## src/rtl/route_buffer_ms_pkg.sv

```systemverilog
// Shared constants and types for the multi-slot route buffer.
package route_buffer_ms_pkg;

    localparam int W_FRAME_SIZE  = 16;
    localparam int IFM_DW_DEF    = 32;
    localparam int FM_DW_DEF     = 32;
    localparam int IFM_AW_DEF    = 12;
    localparam int RTE_DEPTH_DEF = 64;
    localparam int RTE_AW_DEF    = 6;

    localparam logic [1:0] RTE_IFM  = 2'b00;
    localparam logic [1:0] RTE_BUF  = 2'b01;
    localparam logic [1:0] RTE_DRAM = 2'b10;

    function automatic int slot_width(input int n);
        return (n > 1) ? $clog2(n) : 1;
    endfunction

    localparam int ROUTE_NUM_SLOTS = 2;
    localparam int ROUTE_SLOT_W    = slot_width(ROUTE_NUM_SLOTS);

    typedef enum logic [1:0] {
        LS_IDLE,
        LS_READ,
        LS_DONE,
        LS_WAIT_LOW
    } load_state_e;

endpackage

```

## src/rtl/dpram_wrapper.sv

```systemverilog
// Simple dual-port RAM: port A writes, port B reads with one cycle latency and holds dob while enb=0.
module dpram_wrapper #(
    parameter int DEPTH = 64,
    parameter int AW    = 6,
    parameter int DW    = 32
) (
    input  logic          clk,
    input  logic          wea,
    input  logic [AW-1:0] addra,
    input  logic [DW-1:0] dia,
    input  logic          enb,
    input  logic [AW-1:0] addrb,
    output logic [DW-1:0] dob
);

    logic [DW-1:0] mem [DEPTH];

    always_ff @(posedge clk) begin
        if (wea) mem[addra] <= dia;
    end

    always_ff @(posedge clk) begin
        if (enb) dob <= mem[addrb];
    end

endmodule

```

## src/rtl/route_load_fsm.sv

```systemverilog
// Replay sequencer: detects the load edge, issues bank reads and presents beats with valid/ready.
module route_load_fsm
    import route_buffer_ms_pkg::*;
#(
    parameter int IFM_AW = IFM_AW_DEF,
    parameter int RTE_AW = RTE_AW_DEF,
    parameter int SLOT_W = ROUTE_SLOT_W
) (
    input  logic                    clk,
    input  logic                    rstn,
    input  logic                    load,
    input  logic                    load_buf,
    input  logic [W_FRAME_SIZE-1:0] frame_size,
    input  logic [SLOT_W-1:0]       slot,
    input  logic [IFM_AW-1:0]       offset,
    input  logic                    rdy,
    output logic                    enb,
    output logic [RTE_AW-1:0]       rd_addr,
    output logic [SLOT_W-1:0]       rd_slot,
    output logic                    vld,
    output logic [IFM_AW-1:0]       addr,
    output logic                    done
);

    localparam logic [W_FRAME_SIZE-1:0] ONE = W_FRAME_SIZE'(1);

    load_state_e             state, state_nxt;
    logic                    load_d, start_p0;
    logic [W_FRAME_SIZE-1:0] size_q, cnt, idx_p1;
    logic                    vld_p1, issue, accept, last_beat;

    // Load request is registered once so the start decision sees a clean edge.
    always_ff @(posedge clk or negedge rstn) begin
        if (!rstn) begin
            load_d   <= 1'b0;
            start_p0 <= 1'b0;
        end else begin
            load_d   <= load;
            start_p0 <= load & ~load_d & load_buf;
        end
    end

    always_ff @(posedge clk or negedge rstn) begin
        if (!rstn) state <= LS_IDLE;
        else       state <= state_nxt;
    end

    always_comb begin
        state_nxt = state;
        case (state)
            LS_IDLE:     if (start_p0) state_nxt = (frame_size == '0) ? LS_DONE : LS_READ;
            LS_READ:     if (last_beat) state_nxt = LS_DONE;
            LS_DONE:     state_nxt = LS_WAIT_LOW;
            LS_WAIT_LOW: state_nxt = LS_WAIT_LOW;
            default:     state_nxt = LS_IDLE;
        endcase
        if (!load) state_nxt = LS_IDLE;
    end

    always_comb begin
        issue = (state == LS_READ) && load && (cnt < size_q) && (!vld_p1 || rdy);
        done  = (state == LS_DONE);
    end

    assign accept    = vld_p1 & rdy;
    assign last_beat = accept && ((idx_p1 + ONE) == size_q);

    // Bank output lands one cycle after issue; idx_p1 tags the beat currently on the bus.
    always_ff @(posedge clk or negedge rstn) begin
        if (!rstn) begin
            cnt     <= '0;
            size_q  <= '0;
            rd_slot <= '0;
            idx_p1  <= '0;
            vld_p1  <= 1'b0;
        end else if (state == LS_IDLE || !load) begin
            cnt    <= '0;
            vld_p1 <= 1'b0;
            if (state == LS_IDLE && start_p0 && load) begin
                size_q  <= frame_size;
                rd_slot <= slot;
            end
        end else if (issue) begin
            cnt    <= cnt + ONE;
            idx_p1 <= cnt;
            vld_p1 <= 1'b1;
        end else if (accept) begin
            vld_p1 <= 1'b0;
        end
    end

    assign enb     = issue;
    assign rd_addr = RTE_AW'(cnt);
    assign vld     = vld_p1;
    assign addr    = vld_p1 ? (offset + IFM_AW'(idx_p1)) : '0;

endmodule

```

## src/rtl/route_buffer_ms.sv

```systemverilog
// Multi-slot route buffer: saves postprocessor output into a bank or the IFM buffer, replays a bank.
module route_buffer_ms
    import route_buffer_ms_pkg::*;
#(
    parameter int IFM_DW    = IFM_DW_DEF,
    parameter int OFM_DW    = FM_DW_DEF,
    parameter int FM_DW     = FM_DW_DEF,
    parameter int IFM_AW    = IFM_AW_DEF,
    parameter int RTE_DEPTH = RTE_DEPTH_DEF,
    parameter int RTE_AW    = RTE_AW_DEF,
    parameter int NUM_SLOTS = ROUTE_NUM_SLOTS,
    parameter int SLOT_W    = ROUTE_SLOT_W
) (
    input  logic                    clk,
    input  logic                    rstn,
    input  logic [W_FRAME_SIZE-1:0] q_frame_size,
    input  logic                    q_route_save,
    input  logic                    q_route_load,
    input  logic [1:0]              q_route_loc,
    input  logic [SLOT_W-1:0]       q_route_slot,
    input  logic [IFM_AW-1:0]       q_route_offset,
    input  logic                    pp_data_vld,
    input  logic [OFM_DW-1:0]       pp_data,
    input  logic [IFM_AW-1:0]       pp_addr,
    output logic                    rte_ifm_vld,
    output logic                    rte_ifm_write_vld,
    output logic [IFM_AW-1:0]       rte_ifm_write_addr,
    output logic [IFM_DW-1:0]       rte_ifm_write_data,
    output logic                    rte_buf_load_vld,
    input  logic                    rte_buf_load_rdy,
    output logic [IFM_AW-1:0]       rte_buf_load_addr,
    output logic [FM_DW-1:0]        rte_buf_load_data,
    output logic                    rte_buf_load_done,
    output logic                    rte_buf_ovf
);

    logic                 save_ifm, save_buf, addr_ok, save_d, ovf_q;
    logic                 rd_en;
    logic [RTE_AW-1:0]    rd_addr;
    logic [SLOT_W-1:0]    rd_slot;
    logic [NUM_SLOTS-1:0] wea_slot, enb_slot;
    logic [FM_DW-1:0]     dob [NUM_SLOTS];

    assign save_ifm = q_route_save && (q_route_loc == RTE_IFM);
    assign save_buf = q_route_save && (q_route_loc == RTE_BUF);
    assign addr_ok  = pp_addr < IFM_AW'(RTE_DEPTH);

    assign rte_ifm_vld        = save_ifm;
    assign rte_ifm_write_vld  = save_ifm & pp_data_vld;
    assign rte_ifm_write_addr = save_ifm ? (q_route_offset + pp_addr) : '0;
    assign rte_ifm_write_data = save_ifm ? IFM_DW'(pp_data) : '0;

    // Overflow is sticky across a save session and re-armed when save mode is entered.
    always_ff @(posedge clk or negedge rstn) begin
        if (!rstn) begin
            save_d <= 1'b0;
            ovf_q  <= 1'b0;
        end else begin
            save_d <= q_route_save;
            if (q_route_save && !save_d)            ovf_q <= 1'b0;
            if (save_buf && pp_data_vld && !addr_ok) ovf_q <= 1'b1;
        end
    end

    assign rte_buf_ovf = ovf_q;

    for (genvar s = 0; s < NUM_SLOTS; s++) begin : g_bank
        assign wea_slot[s] = save_buf && pp_data_vld && addr_ok && (q_route_slot == SLOT_W'(s));
        assign enb_slot[s] = rd_en && (rd_slot == SLOT_W'(s));

        dpram_wrapper #(
            .DEPTH(RTE_DEPTH),
            .AW   (RTE_AW),
            .DW   (FM_DW)
        ) u_bank (
            .clk  (clk),
            .wea  (wea_slot[s]),
            .addra(RTE_AW'(pp_addr)),
            .dia  (FM_DW'(pp_data)),
            .enb  (enb_slot[s]),
            .addrb(rd_addr),
            .dob  (dob[s])
        );
    end

    route_load_fsm #(
        .IFM_AW(IFM_AW),
        .RTE_AW(RTE_AW),
        .SLOT_W(SLOT_W)
    ) u_fsm (
        .clk       (clk),
        .rstn      (rstn),
        .load      (q_route_load),
        .load_buf  (q_route_loc == RTE_BUF),
        .frame_size(q_frame_size),
        .slot      (q_route_slot),
        .offset    (q_route_offset),
        .rdy       (rte_buf_load_rdy),
        .enb       (rd_en),
        .rd_addr   (rd_addr),
        .rd_slot   (rd_slot),
        .vld       (rte_buf_load_vld),
        .addr      (rte_buf_load_addr),
        .done      (rte_buf_load_done)
    );

    assign rte_buf_load_data = rte_buf_load_vld ? dob[rd_slot] : '0;

endmodule

```

## config.mk

```make
export PLATFORM = sky130hd
export DESIGN_NAME = route_buffer_ms
export DESIGN_NICKNAME = d
export VERILOG_FILES = /design/src/rtl/route_buffer_ms_pkg.sv /design/src/rtl/dpram_wrapper.sv /design/src/rtl/route_load_fsm.sv /design/src/rtl/route_buffer_ms.sv
export SDC_FILE = /design/constraint.sdc
export NUM_CORES = 2
export LEC_CHECK = 0
export BUFFER_PORTS_ARGS = -buffer_cell sky130_fd_sc_hd__clkbuf_2
export CELL_PAD_IN_SITES_DETAIL_PLACEMENT = 1
export CELL_PAD_IN_SITES_GLOBAL_PLACEMENT = 2
export CORE_UTILIZATION = 35
export DETAILED_ROUTE_END_ITERATION = 8
export PLACE_DENSITY_LB_ADDON = 0.1
export SYNTH_ARGS = -nofsm -noshare
export SYNTH_HDL_FRONTEND = slang
export SYNTH_SLANG_ARGS = --single-unit
```

## constraint.sdc

```tcl
create_clock -name clk -period 7 [get_ports clk]
set_input_delay 0.7 -clock clk [delete_from_list [all_inputs] [get_ports clk]]
set_output_delay 0.7 -clock clk [all_outputs]
set_load 0.02 [all_outputs]
```

==> impl_metrics.csv <==
group,metric,value,unit
detailed_routing,post_drt_via_cell_ratio,5.475,
timing,final_worst_setup_slack,2.298,ns
floorplan,ioPinCount,174,
setup_path,timing.rr.end,"g_bank[0].u_bank.dob[22]",
detailed_routing,drt-total-wl,518.4,mm
synthesis,yosysWarnings,0,
timing,final-max-slew-violation-count,0,
global_routing,initial_antenna_violation_count,81,
run,max-cap-violations,0,
pwr,powerDensity,281.8,mW/mm^2
final_layout,drive_above_1_share,32.92,%
cts,clk_latency,1.04,ns
detailed_routing,wl_per_cell,37.23,um
floorplan,initial_util,35.13,%
synthesis,seq_total_area_yosys,77.62,%
synthesis,synth_cells,6768,
synthesis,netlist_area,0.1627,mm^2
timing,final.setup.tns,0,ns
cts,worst_setup_hold_path_clk_slew,0.06,ns
setup_path,critical_path.startpoint_type,"input port",
setup_path,path_max_fanout,19,
cts,post-cts-setup-buffers,0,
detailed_routing,drc,0,
synthesis,synth.area.top_cells,"edfxtp_1 (77%), mux4_2 (18%), dfrtp_1 (0.86%), mux2i_1 (0.54%), clkbuf_1 (0.42%)",
run_status,run_status,"completed",
floorplan,die_area,0.4677,mm^2
worst_hold_path,worstHoldStart,"pp_data[7]",
synthesis,synth_async_sr_flop_share,1.328,%
cts,htree_levels,5,
detailed_routing,antenna_violation_net_count_after_detailed_routing,0,
synthesis,synthesized_area_per_cell,24.05,um^2
setup_path,ff2ff_path_depth,6,
floorplan,fp-row-count,250,
placed_design,place_congestion,0.7800,
timing,worst_slew_pin_slew,1.358,ns
global_routing,grt_util_overall,21.92,%
final_layout,num-fill-cells,42310,
cts,clock_tree_root,"clkbuf_16",
setup_path,worst_r2r_startpoint,"u_fsm.cnt[0]",
synthesis,proportion_of_netlist_area_held_by_the_largest_area_contributor,76.76,%
synthesis,synth_area_leader_cell,"edfxtp_1",
timing,fmax,212.7,MHz
synthesis,ys_ff_latch,4216,
cts,post_cts.resized_instances,0,
cts,tritoncts,"done",
timing,fin_crit_sh,67.18,%
placed_design,dp.final_hpwl,319.9,mm
setup_path,critical_path_required,7.67,ns
timing,finalHoldWorstSlack,0.1029,ns
setup_path,cp_data_arrival_time,5.37,ns
cts,tritoncts.num_buffers,456,
worst_hold_path,worst_hold_path.endpoint,"g_bank[0].u_bank.mem[38][7]",
detailed_routing,drt_first_pass_iters,5,
timing,setup_viol,0,
setup_path,cpMaxStageDelayCell,"nor2_4",
synthesis,synth.net_count,6890,
global_routing,grt_pass1_vias,79360,
setup_path,critical_path.max_stage_delay,0.90,ns
global_routing,gr-total-overflow,0,
pwr,max-vdd-ir-drop,0.2446,mV
global_routing,grt_pass1_wl,704.4,mm
timing,layout_skew,0.06173,ns
setup_path,cp_cell_sequence,"clkbuf_2, or4_1, nor3_1, nand4_1, nor3_1, buf_4, nand2_1, nor2_4, buf_4",
timing,rsz0062_at_grt,"false",
final_layout,nNetsFinal,7473,
synthesis,synth-edff-count,4160,
synthesis,synthFlopType,"edfxtp_1",
global_routing,grt_start_max_net_pins,105,
cts,cts_num_sinks,4216,
pwr,p_leak,56.31,nW
placed_design,place_worst_setup_slack,1.128,ns
cts,clock_path_buffers,4,
floorplan,floorplan.die.height,683.9,um
floorplan,fp.coreArea,0.4633,mm^2
setup_path,cp-end-kind,"flop",
timing,slew-limit-headroom,9.444,%
worst_hold_path,worst_hold_path_type,"input port to flop",
floorplan,chipWidth,683.9,um
cts,cts_hold_repair.buffers,24,
setup_path,rrSetupSlack,2.51,ns
final_layout,area_growth_syn_to_layout,15.88,%
timing,period_minus_ws_final,4.702,ns
detailed_routing,drt_iter0_markers,8380,
synthesis,post_synth_num_cell_types,55,
placed_design,port_buffers,173,
setup_path,criticalPathCategory,"input port to flop",
worst_hold_path,timing.hold.worst_path_depth,1,
timing,hold_violations,0,
detailed_routing,route.vias.total,76240,
-- cell families (layout without fill, tap and decap cells) --
group                    count (synthesis)  count (layout)  share of synthesized area (%)
AO/OA/AOI/OAI                          213             213                         0.8180
XOR/XNOR                                38              38                         0.2045
adder cells (fa/ha/maj)                 41              41                         0.3244
buffers and inverters                  395            1359                          1.050
flip-flops                            4216            4216                          77.62
multiplexers                          1398            1398                          18.55
other                                    0              19                              0
AND/OR/NAND/NOR                        467             467                          1.436
-- report_power, final --
part	internal [W]	total (W)	switching, W
clock network	0.0137	0.0239	0.0102
registers	0.0278	0.0278	0.0000500
logic	0.000350	0.00139	0.00104
-- per-layer routing --
layer | part of all wire, % | GRT usage, % | vias up
met5 | 0.014 | 0 | -
met4 | 2.1 | 4.396 | 10
met3 | 5.8 | 3.188 | 513
met2 | 49 | 36.46 | 2412
met1 | 43 | 30.90 | 42930
li1 | - | - | 30380
-- cell usage in the layout, fill, tap and decap left out, drive strengths merged, types with 19 or more instances in the layout --
cell type	n
edfxtp	4160
mux4	1292
clkbuf	697
buf	316
clkinv	212
nor2	160
nor2b	97
mux2i	88
a21oi	73
nand2	58
dfrtp	56
a211oi	53
inv	48
and2	46
bufinv	46
o21ai	42
ha	39
nand3	27
dlygate4sd3	24
xnor2	23
nor3	22
diode	19
-- cell usage after synthesis (14+ instances only) --
master       n
mux4_2    1292
xor2_1      15
a211oi_1    53
edfxtp_1  4160
nor2b_1     97
and2_1      46
buf_2      127
nor3_1      22
nor2_1     160
inv_1       38
dfrtp_1     56
buf_4       16
clkbuf_1   180
buf_1       32
a21oi_1     73
ha_1        39
nand2_1     58
nand3_1     27
nand4_1     14
xnor2_1     23
mux2i_1     88
o21ai_0     41
-- metrics by stage --
step / power, W / instance area, um^2 / std cells / util (%)
5_1_grt: 0.05456 / 188500 / 13910 / 40.70
3_3_place_gp: 0.02973 / 173600 / 13040 / 37.47
2_1_floorplan: 0.02877 / 162700 / 6768 / -
6_report: 0.05314 / 188600 / 13930 / 40.71
3_5_place_dp: 0.02977 / 173600 / 13040 / 37.47
4_1_cts: 0.05371 / 188500 / 13910 / 40.70
-- layout make-up --
class,count,area (um^2),area share (%)
Clock inverter,283,2794,1.482
Antenna cell,19,47.55,0.02521
Inverter,39,146.4,0.07763
Multi-Input combinational cell,2157,35730,18.95
Sequential cell,4216,126300,67.00
Timing Repair Buffer,481,3896,2.066
Clock buffer,556,11890,6.307
Tap cell,6174,7725,4.096
-- worst max path at each step --
stage                                    to  depth (start not counted)        from  slack, ns
3_5_place_dp    g_bank[1].u_bank.mem[40][0]                          9  pp_addr[9]       1.13
3_3_place_gp   g_bank[1].u_bank.mem[15][30]                          9  pp_addr[9]       1.06
5_1_grt         g_bank[1].u_bank.mem[15][6]                          9  pp_addr[9]       2.13
6_report       g_bank[1].u_bank.mem[15][13]                          9  pp_addr[9]       2.30
2_1_floorplan   g_bank[0].u_bank.mem[56][0]                          6  pp_addr[9]       3.06
4_1_cts        g_bank[1].u_bank.mem[15][13]                          9  pp_addr[9]       2.19
-- sequential cells by signal, summed over array words and instances (netlist names) --
register and cells:
g_bank.u_bank.dob 64, g_bank.u_bank.mem 4096, rte_buf_ovf 1, save_d 1
u_fsm.cnt 16, u_fsm.idx_p1 16, u_fsm.load_d 1, u_fsm.rd_slot 1
u_fsm.size_q 16, u_fsm.start_p0 1, u_fsm.state 2, u_fsm.vld 1
-- critical path: cells and delay by family --
kind / cells / cell delay (ns)
buffers and inverters: 3 / 0.70
AND/OR/NAND/NOR: 6 / 3.87
Power figures use the tool's default switching activity.
